`src/rtl/alu_issue_unit.sv`:
```
// ---------------------------------------------------------------------------
// alu_issue_unit
//
// Purpose:
//   Small issue/sequencing unit that sits in front of an external 8-bit ALU.
//   It holds a 4x8 register file (R0..R3). It accepts one instruction at a
//   time and snapshots both operands at accept. It drives the ALU for one
//   EXEC cycle, or for several cycles when repeated shifts are enabled. It
//   captures the ALU result and flags, then writes them back in a WB cycle
//   that raises a one-cycle done pulse.
//
// Optional feature:
//   ALU_ISSUE_REPEAT_EN - when defined, shift ops (10/11) run
//   max(instr_count,1) EXEC passes. Each pass feeds its result back as the
//   next alu_a. When undefined, instr_count is ignored and every op is a
//   single pass.
//
// Ports:
//   clk, reset               - clock, synchronous active-high reset
//   instr_valid/instr_ready  - instruction handshake (ready only in IDLE)
//   instr_op/rd/rs/count     - opcode, dest/first operand, second operand,
//                              shift repeat count
//   load_valid/addr/data     - direct register-file write port
//   alu_select/alu_a/alu_b   - drive to external ALU (zero outside EXEC)
//   alu_result + 4 flags     - returned from external ALU
//   flags                    - registered {C,V,Z,N}
//   done                     - one-cycle pulse in the WB cycle
//   rd_addr/rd_data          - combinational register-file read port
// ---------------------------------------------------------------------------
module alu_issue_unit (
  input  logic       clk,
  input  logic       reset,
  input  logic       instr_valid,
  output logic       instr_ready,
  input  logic [1:0] instr_op,
  input  logic [1:0] instr_rd,
  input  logic [1:0] instr_rs,
  input  logic [2:0] instr_count,
  input  logic       load_valid,
  input  logic [1:0] load_addr,
  input  logic [7:0] load_data,
  output logic [1:0] alu_select,
  output logic [7:0] alu_a,
  output logic [7:0] alu_b,
  input  logic [7:0] alu_result,
  input  logic       alu_carry,
  input  logic       alu_overflow,
  input  logic       alu_zero,
  input  logic       alu_negative,
  output logic [3:0] flags,
  output logic       done,
  input  logic [1:0] rd_addr,
  output logic [7:0] rd_data
);

  typedef enum logic [1:0] {
    IDLE = 2'd0,
    EXEC = 2'd1,
    WB   = 2'd2
  } state_t;

  state_t     state;
  state_t     state_next;

  logic [7:0] regs [4];
  logic [1:0] op_q;
  logic [1:0] rd_q;
  logic [7:0] a_q;
  logic [7:0] b_q;
  logic [7:0] result_q;
  logic [3:0] flags_cap;
  logic [3:0] flags_q;
  logic       accept;

`ifdef ALU_ISSUE_REPEAT_EN
  logic [2:0] count_q;
  logic       repeat_more;

  // Another pass is needed while more than one pass remains.
  assign repeat_more = (count_q > 3'd1);
`else
  // The repeat count has no function in the single-pass build.
  logic       unused_count;
  assign unused_count = ^instr_count;
`endif

  assign accept  = instr_valid && (state == IDLE);
  assign flags   = flags_q;
  assign rd_data = regs[rd_addr];

  // State register.
  always_ff @(posedge clk) begin
    if (reset) begin
      state <= IDLE;
    end else begin
      state <= state_next;
    end
  end

  // Next-state logic: IDLE -> EXEC on accept. EXEC -> WB after the last
  // pass. WB always returns to IDLE, so throughput is one instruction per
  // 3 cycles.
  always_comb begin
    state_next = state;
    unique case (state)
      IDLE: begin
        if (instr_valid) begin
          state_next = EXEC;
        end
      end
      EXEC: begin
`ifdef ALU_ISSUE_REPEAT_EN
        if (repeat_more) begin
          state_next = EXEC;
        end else begin
          state_next = WB;
        end
`else
        state_next = WB;
`endif
      end
      WB:      state_next = IDLE;
      default: state_next = IDLE;
    endcase
  end

  // Output logic. The ALU bus is quiet outside EXEC. done is masked by
  // reset so that aborting during WB produces no visible pulse.
  always_comb begin
    instr_ready = (state == IDLE);
    alu_select  = 2'b00;
    alu_a       = 8'h00;
    alu_b       = 8'h00;
    done        = (state == WB) && !reset;
    if (state == EXEC) begin
      alu_select = op_q;
      alu_a      = a_q;
      alu_b      = b_q;
    end
  end

  // Datapath. Operands are snapshotted at accept, so later loads cannot
  // disturb an in-flight instruction. The WB write is placed after the load
  // write so that it wins on a same-index collision. Reset has priority over
  // everything, including a same-cycle load.
  always_ff @(posedge clk) begin
    if (reset) begin
      for (int i = 0; i < 4; i++) begin
        regs[i] <= 8'h00;
      end
      op_q      <= 2'b00;
      rd_q      <= 2'b00;
      a_q       <= 8'h00;
      b_q       <= 8'h00;
      result_q  <= 8'h00;
      flags_cap <= 4'h0;
      flags_q   <= 4'h0;
`ifdef ALU_ISSUE_REPEAT_EN
      count_q   <= 3'd0;
`endif
    end else begin
      if (accept) begin
        op_q <= instr_op;
        rd_q <= instr_rd;
        a_q  <= regs[instr_rd];
        b_q  <= regs[instr_rs];
`ifdef ALU_ISSUE_REPEAT_EN
        // Shifts run max(count,1) passes; add/sub always run one.
        if (instr_op[1] && (instr_count != 3'd0)) begin
          count_q <= instr_count;
        end else begin
          count_q <= 3'd1;
        end
`endif
      end

      if (state == EXEC) begin
        // Capture every pass; the final pass leaves the values used at WB.
        result_q  <= alu_result;
        flags_cap <= {alu_carry, alu_overflow, alu_zero, alu_negative};
`ifdef ALU_ISSUE_REPEAT_EN
        a_q <= alu_result;
        if (repeat_more) begin
          count_q <= count_q - 3'd1;
        end
`endif
      end

      if (load_valid) begin
        regs[load_addr] <= load_data;
      end

      if (state == WB) begin
        regs[rd_q] <= result_q;
        flags_q    <= flags_cap;
      end
    end
  end

endmodule

```
`config.mk`:
```
export PLATFORM = sky130hd
export DESIGN_NAME = alu_issue_unit
export DESIGN_NICKNAME = d
export VERILOG_FILES = /design/src/rtl/alu_issue_unit.sv
export SDC_FILE = /design/constraint.sdc
export NUM_CORES = 1
export LEC_CHECK = 0
export CORE_AREA = 2 2 86 88
export CTS_CLUSTER_DIAMETER = 120
export DETAILED_ROUTE_END_ITERATION = 12
export DIE_AREA = 0 0 88 90
export PLACE_DENSITY = 0.78
export SLEW_MARGIN = 10
export SYNTH_ARGS = -nofsm -noshare
export SYNTH_HDL_FRONTEND = slang
export SYNTH_SLANG_ARGS = --single-unit
export TNS_END_PERCENT = 30
```
`constraint.sdc`:
```
create_clock -name clk -period 2.25 [get_ports clk]
set_clock_uncertainty 0.1 [all_clocks]
set_input_delay 0.45 -clock clk [delete_from_list [all_inputs] [get_ports clk]]
set_output_delay 0.45 -clock clk [all_outputs]
set_load 0.01 [all_outputs]
```
==> impl_summary.log, run 1 <==
INFO  metric detailedPlacementHpwl = 5.70 mm
INFO  metric post_cts_setup_repair_buffer_count = 0
INFO  metric cts_max_level = 3
INFO  metric cell_type_with_the_largest_total_area_after_synthesis = edfxtp_1
INFO  metric final_worst_path_period_share = 98.6%
INFO  metric initial_utilization = 50.0%
INFO  metric wirelength = between 7 and 8 mm
INFO  metric synth-seq-cells = 70
INFO  metric remaining_drc_errors = 0
INFO  metric hold_path.class = flip-flop to flip-flop
INFO  metric port_buffers = 65
INFO  metric setup_repair_after_global_routing_missed_its_margin = false
INFO  metric total_nets_after_synthesis = 325
INFO  metric chipHeight = 90 microns
INFO  metric gp_congestion = 0.841
INFO  metric number_of_antenna_violations_at_the_first_check_in_global_routing = 0
INFO  metric crit_slowest_cell = mux4_2
INFO  metric cts.reportedPaths.clkPinSlew = 0.07 ns
INFO  metric post-synth-top-count-cell = nand2_1
INFO  metric cp_endpoint_kind = output port
INFO  metric time_the_worst_path_needs_with_i_o_delays_and_setup = 2.22 ns
INFO  metric yosysTopAreaCellShare = 27.4%
INFO  metric gr-usage-all-layers = 19.7%
INFO  metric run_status = complete, no violations
INFO  metric p_leak = about 1.8 nW
INFO  metric antenna-diode-count = 0
INFO  metric cp_common_cell = dlygate4sd2_1
INFO  metric final-seq-area = 1720 sq um
INFO  metric final_area = 4620 sq um
INFO  metric synth_top_flop_cell = dfxtp_1
INFO  metric cts_inserted_buffers = 9
INFO  metric worstPathRequired = 1.70 ns
INFO  metric drive_gt1_share = 18.6%
INFO  metric hold_viol_final = 0
INFO  metric crit_path_cell_trace = dlygate4sd2_1 -> buf_12 -> mux4_2 -> dlygate4sd2_1
INFO  metric clk-insertion-delay-late = roughly 0.34 ns
INFO  metric synth.distinct_cells = 33
INFO  metric tightest_slew = about 0.57 ns
INFO  metric power_per_cell_area = 607 nW/um^2
INFO  metric tritoncts = done
INFO  metric globalRouteMet3Util = ~4.2%
INFO  metric use_met1 = 24.6%
INFO  metric avg_cell_area_syn = 12.2 sq um
INFO  metric num-fill-cells = 537
INFO  metric async_flop_share = 0%
INFO  metric route.vias.total = 2501
INFO  metric global_route_wire_length_before_repair = between 10 and 15 mm
INFO  metric setup_violations = 0
INFO  metric dpl-instance-area = 4440 sq um
INFO  metric areaGrowthSynthToFinish = 31.5%
INFO  metric synth_warnings = 0
INFO  metric ys_top_cells_by_area = edfxtp_1 (27%), dfxtp_1 (22%), mux4_2 (15%)
INFO  metric cts-hold-fix-buffers = 0
INFO  metric slew_violations = 0
INFO  metric worst_ir_drop_vdd = 0.000447 V
INFO  metric clock_path_buffers = 2
INFO  metric grt_start_max_net_pins = 31
INFO  metric cp_max_fo = 8
INFO  metric die_w = ~90 microns
INFO  metric whs = about 0.36 ns
INFO  metric multi_input_comb_area = 1640 sq um
INFO  metric slew_headroom = between 60 and 70%
INFO  metric first_global_vias = 2494
INFO  metric routedWlPerCell = 15.5 microns
INFO  metric avgViaCountPerCell = 5.33
INFO  metric setup.worst_path.start_class = input port
INFO  metric gr_util_met2 = around a third
INFO  metric critPathMaxStageDelay = around 0.50 ns
INFO  metric ys_top_cells_by_count = nand2_1 (41), dfxtp_1 (38), a22o_1 (32), edfxtp_1 (32)
INFO  metric top_level_ports = 69
INFO  metric synth.yosys.seq_area_share = between 40% and 50%
INFO  metric mapped_area = 3510 sq um
INFO  metric most_crowded_layer_gr = met2
INFO  metric core_area = 7020 sq um
INFO  metric drtAntennaViolNets = 0
INFO  metric globalRoute.totalOverflow = 0
INFO  metric cts_root_buf = clkbuf_8
INFO  metric drt_first_pass_iters = 4
INFO  metric worstPathArrival = 1.67 ns
INFO  metric clock-sinks = 70
INFO  metric drt_first_iter_violations = 79
INFO  metric maxCapViolations = 0
INFO  metric critPathKind = input port to output port
INFO  metric fmax_achieved = 451 MHz
INFO  metric num_rows = 31
INFO  metric synth_enable_flop_cells = 32
INFO  metric floorplan.die_area = 7920 sq um
INFO  metric syn-instance-count = 288
INFO  metric design.final.nets = 402
-- worst max-delay path: cells and delay by family --
kind	cells	cell delay [ns]
buf+inv	3	0.72
mux	1	0.50
-- report_power, final --
group	switching (mW)	internal [mW]
clock network	0.437	0.499
registers	0.0511	1.40
logic	0.170	0.241
total	0.658	2.14
-- final cells by class --
type | count | area share, %
sequential | 70 | 37.3
multi-input combinational | 185 | 35.6
timing repair buffer | 90 | 19.8
clock buffer | 10 | 2.76
tap | 99 | 2.68
clock inverter | 6 | 1.14
inverter | 9 | 0.732
-- path summary, 6_finish.rpt --
kind           startpoint            to  slack, ns  cells after the start
min reg2reg  flags_cap[2]  flags_cap[2]       0.36                      2
max reg2reg      state[0]    regs[1][2]       0.40                      4
min          flags_cap[2]  flags_cap[2]       0.36                      2
max            rd_addr[0]    rd_data[3]       0.03                      4
-- flip-flops by register name, indices dropped and copies added, names as in the netlist --
name	cells
result_q	8
flags	4
flags_cap	4
a_q	8
op_q	2
rd_q	2
regs	32
state	2
b_q	8
-- per-layer routing --
metal,up-vias,routed length (microns)
met2,69,3660
li1,1219,-
met5,-,0
met1,1204,3140
met3,9,351
met4,0,102
-- metrics by stage --
step	power [mW]	std cells	TNS (ns)	util, %	setup slack (ns)
floorplan	1.69	288	0	-	0.320
global placement	1.89	453	-5.28	63.3	-0.416
detailed placement	1.90	453	-5.69	63.3	-0.447
CTS	2.82	469	0	65.6	0.00110
global route	2.91	469	0	65.8	0.0163
finish	2.80	469	0	65.8	0.0315
-- cells by family after synthesis --
group / synth area share, %
buf+inv: 4.45
flops: 49.0
simple gates: 13.4
compound gates: 10.9
mux: 22.2
-- cell usage in the layout (no fill, tap or decap), types with 2 or more instances in the layout --
master,n
mux4_2,24
and2_1,18
clkdlybuf4s15_1,5
clkinv_1,2
buf_12,8
nand2_1,41
and3_1,2
a21oi_1,12
buf_4,16
inv_1,9
mux2i_1,24
clkinv_2,3
dlygate4sd2_1,23
dfxtp_1,38
clkdlybuf4s50_1,36
a22o_1,32
nor2_2,2
nand2b_1,2
edfxtp_1,32
clkbuf_8,9
or3b_1,2
nor2_1,11
-- repair_timing --
item,CTS,global route
gates resized for setup,34,5
endpoints found under the setup margin,27,5
gates cloned,0,0
(Power assumes the default switching activity.)
==> inputs of run 2 (changes only) <==
--- a/config.mk
+++ b/config.mk
@@ -10,6 +10,7 @@
 export DETAILED_ROUTE_END_ITERATION = 12
 export DIE_AREA = 0 0 88 90
 export PLACE_DENSITY = 0.78
+export SKIP_LAST_GASP = 1
 export SLEW_MARGIN = 10
 export SYNTH_ARGS = -nofsm -noshare
 export SYNTH_HDL_FRONTEND = slang
==> run 2 against run 1 <==
Compared with the run above: critical path depth stayed put; the flow now finishes with violations (setup timing); worst setup slack lost 0.090 ns; via count grew 1.7%; power rose by 0.39%.
==> impl_summary.log, run 2 (synthesized netlist as in run 1, its figures left out) <==
INFO  metric holdCritStartpoint = flags_cap[2]
INFO  metric placement.setup.worst_slack = -0.447 ns
INFO  metric worstPathRequired = roughly 1.7 ns
INFO  metric failed_checks = setup timing
INFO  metric detailedPlacementHpwl = around 5.7 mm
INFO  metric number_of_antenna_violations_at_the_first_check_in_global_routing = 0
INFO  metric final_area = roughly 4700 sq um
INFO  metric hold_path.class = flip-flop to flip-flop
INFO  metric sequentialPowerShare = 51.7%
INFO  metric time_the_worst_path_needs_with_i_o_delays_and_setup = 2.31 ns
INFO  metric crit_path_start = state[0]
INFO  metric routedWlPerCell = 15.7 microns
INFO  metric chipHeight = about 90 microns
INFO  metric tritoncts = done
INFO  metric dpl-instance-area = 4440 sq um
INFO  metric floorplan.die_area = a little under 8000 sq um
INFO  metric die_w = 88 microns
INFO  metric power_per_cell_area = 601 nW/um^2
INFO  metric route.vias.total = 2543
INFO  metric fmax_achieved = 433 MHz
INFO  metric crit_path_cell_trace = nor2b_4 -> clkbuf_16 -> and2_1 -> clkdlybuf4s50_1
INFO  metric gp_congestion = roughly 0.84
INFO  metric hold_viol_final = 0
INFO  metric p_leak = about 1.9 nW
INFO  metric setup.worst_path.start_class = flip-flop
INFO  metric tightest_slew = 0.563 ns
INFO  metric largest_register_ff_count = 32
INFO  metric remaining_drc_errors = 0
INFO  metric maxCapViolations = 0
INFO  metric most_crowded_layer_gr = met2
INFO  metric globalRoute.totalOverflow = 0
INFO  metric leading_cell_type_in_the_layout_fill_and_taps_excluded = clkdlybuf4s50_1
INFO  metric setup_violations = 13
INFO  metric top_level_ports = a little under 70
INFO  metric cp_endpoint_kind = output port
INFO  metric initial_utilization = 50.0%
INFO  metric first_global_vias = 2488
INFO  metric areaGrowthSynthToFinish = 33.1%
INFO  metric internal_power = 2.15 mW
INFO  metric drtAntennaViolNets = 0
INFO  metric final.setup.worst_slack = -0.0580 ns
INFO  metric clk-insertion-delay-late = 0.34 ns
INFO  metric crit-reg2reg-launch = state[0]
INFO  metric final-seq-area = ~1700 sq um
INFO  metric global_route_wire_length_before_repair = roughly 12 mm
INFO  metric drive_gt1_share = approximately a fifth
INFO  metric design.final.nets = 404
INFO  metric critPathMaxStageDelay = 0.52 ns
INFO  metric clock_path_buffers = 2
INFO  metric cts.reportedPaths.clkPinSlew = 0.07 ns
INFO  metric use_met1 = 24.7%
INFO  metric combPwrFrac = 15.0%
INFO  metric avgViaCountPerCell = 5.40
INFO  metric gr_util_met2 = approximately a third
INFO  metric cp_top_family = buffers and inverters
INFO  metric multi_input_comb_area = 1640 sq um
INFO  metric count_of_buffer_and_inverter_cells_on_the_critical_path = 2
INFO  metric worst_ir_drop_vdd = around 0.00045 V
INFO  metric p_sw = 0.661 mW
INFO  metric whs = about 0.36 ns
INFO  metric core_area = 7020 sq um
INFO  metric cts_inserted_buffers = 9
INFO  metric swShare = 23.5%
INFO  metric grt_start_max_net_pins = 31
INFO  metric setup_repair_after_global_routing_missed_its_margin = true
INFO  metric register_bank_with_the_most_flops = regs
INFO  metric wirelength = 7.41 mm
INFO  metric drt_first_iter_violations = 86
INFO  metric cp_max_fo = 4
INFO  metric top_library_cells_by_usage_in_the_layout_fill_and_taps_aside = clkdlybuf4s50_1 (49), nand2_1 (41), dfxtp_1 (38)
INFO  metric final_worst_path_period_share = 103%
INFO  metric crit_slowest_cell = clkdlybuf4s50_1
INFO  metric antenna-diode-count = 0
INFO  metric cts_root_buf = clkbuf_8
INFO  metric num_rows = 31
INFO  metric power.clock.fraction = 33.3%
INFO  metric slew_headroom = 62.4%
INFO  metric globalRouteMet3Util = 4.13%
INFO  metric cts-hold-fix-buffers = 0
INFO  metric cts_max_level = 3
INFO  metric worstPathArrival = between 1.5 and 2 ns
INFO  metric run_status = finished, violations left
INFO  metric critPathKind = flip-flop to output port
INFO  metric num-fill-cells = 527
INFO  metric clock-sinks = 70
INFO  metric drt_first_pass_iters = 4
INFO  metric slew_violations = 0
INFO  metric gr-usage-all-layers = 19.7%
INFO  metric port_buffers = 65
## run 2: worst register-to-register path: stages (launching register included)
cell,delay (ns)
dfxtp_1,0.33
buf_4,0.16
or3b_1,0.46
o21ba_1,0.32
a22o_1,0.23
## run 2: layout make-up
type	count	area share, %
clock buffers	10	2.73
clock inverters	6	1.12
inverters	9	0.723
multi-input cells	185	35.1
flip-flops and latches	70	36.8
well taps	99	2.65
repair buffers	92	20.8
## run 2: final timing paths
check / end / slack (ns) / depth (start not counted)
max: alu_a[6] / -0.06 / 4
min: flags_cap[2] / 0.36 / 2
max reg2reg: regs[1][2] / 0.41 / 4
min reg2reg: flags_cap[2] / 0.36 / 2
## run 2: through the flow
stage	utilization, %	std cells	setup TNS [ns]	power, mW
after global placement	63.3	453	-5.28	1.89
after detailed placement	63.3	453	-5.69	1.90
after CTS	65.9	469	-0.578	2.83
after global routing	66.6	471	-1.47	2.92
final	66.6	471	-0.494	2.81
after floorplan	-	288	0	1.69
## run 2: what timing repair did
item | CTS | global route
resized for setup | 14 | 7
endpoints found under the hold margin | 0 | 0
setup endpoints to repair | 27 | 23
setup buffers | 0 | 1
cloned | 0 | 1
## run 2: power by group through the flow
stage          clock (mW)  combinational, mW  sequential (mW)
2_1_floorplan           0              0.234             1.46
3_3_place_gp            0              0.413             1.48
3_5_place_dp            0              0.423             1.48
4_1_cts             0.958              0.415             1.45
5_1_grt              1.01              0.453             1.46
6_report            0.936              0.421             1.45
## run 2: routing by layer
layer / share of wire [%] / up-vias
met3: 4.7 / 11
met1: 43 / 1230
met5: 0 / -
li1: - / 1223
met2: 51 / 79
met4: 1.4 / 0
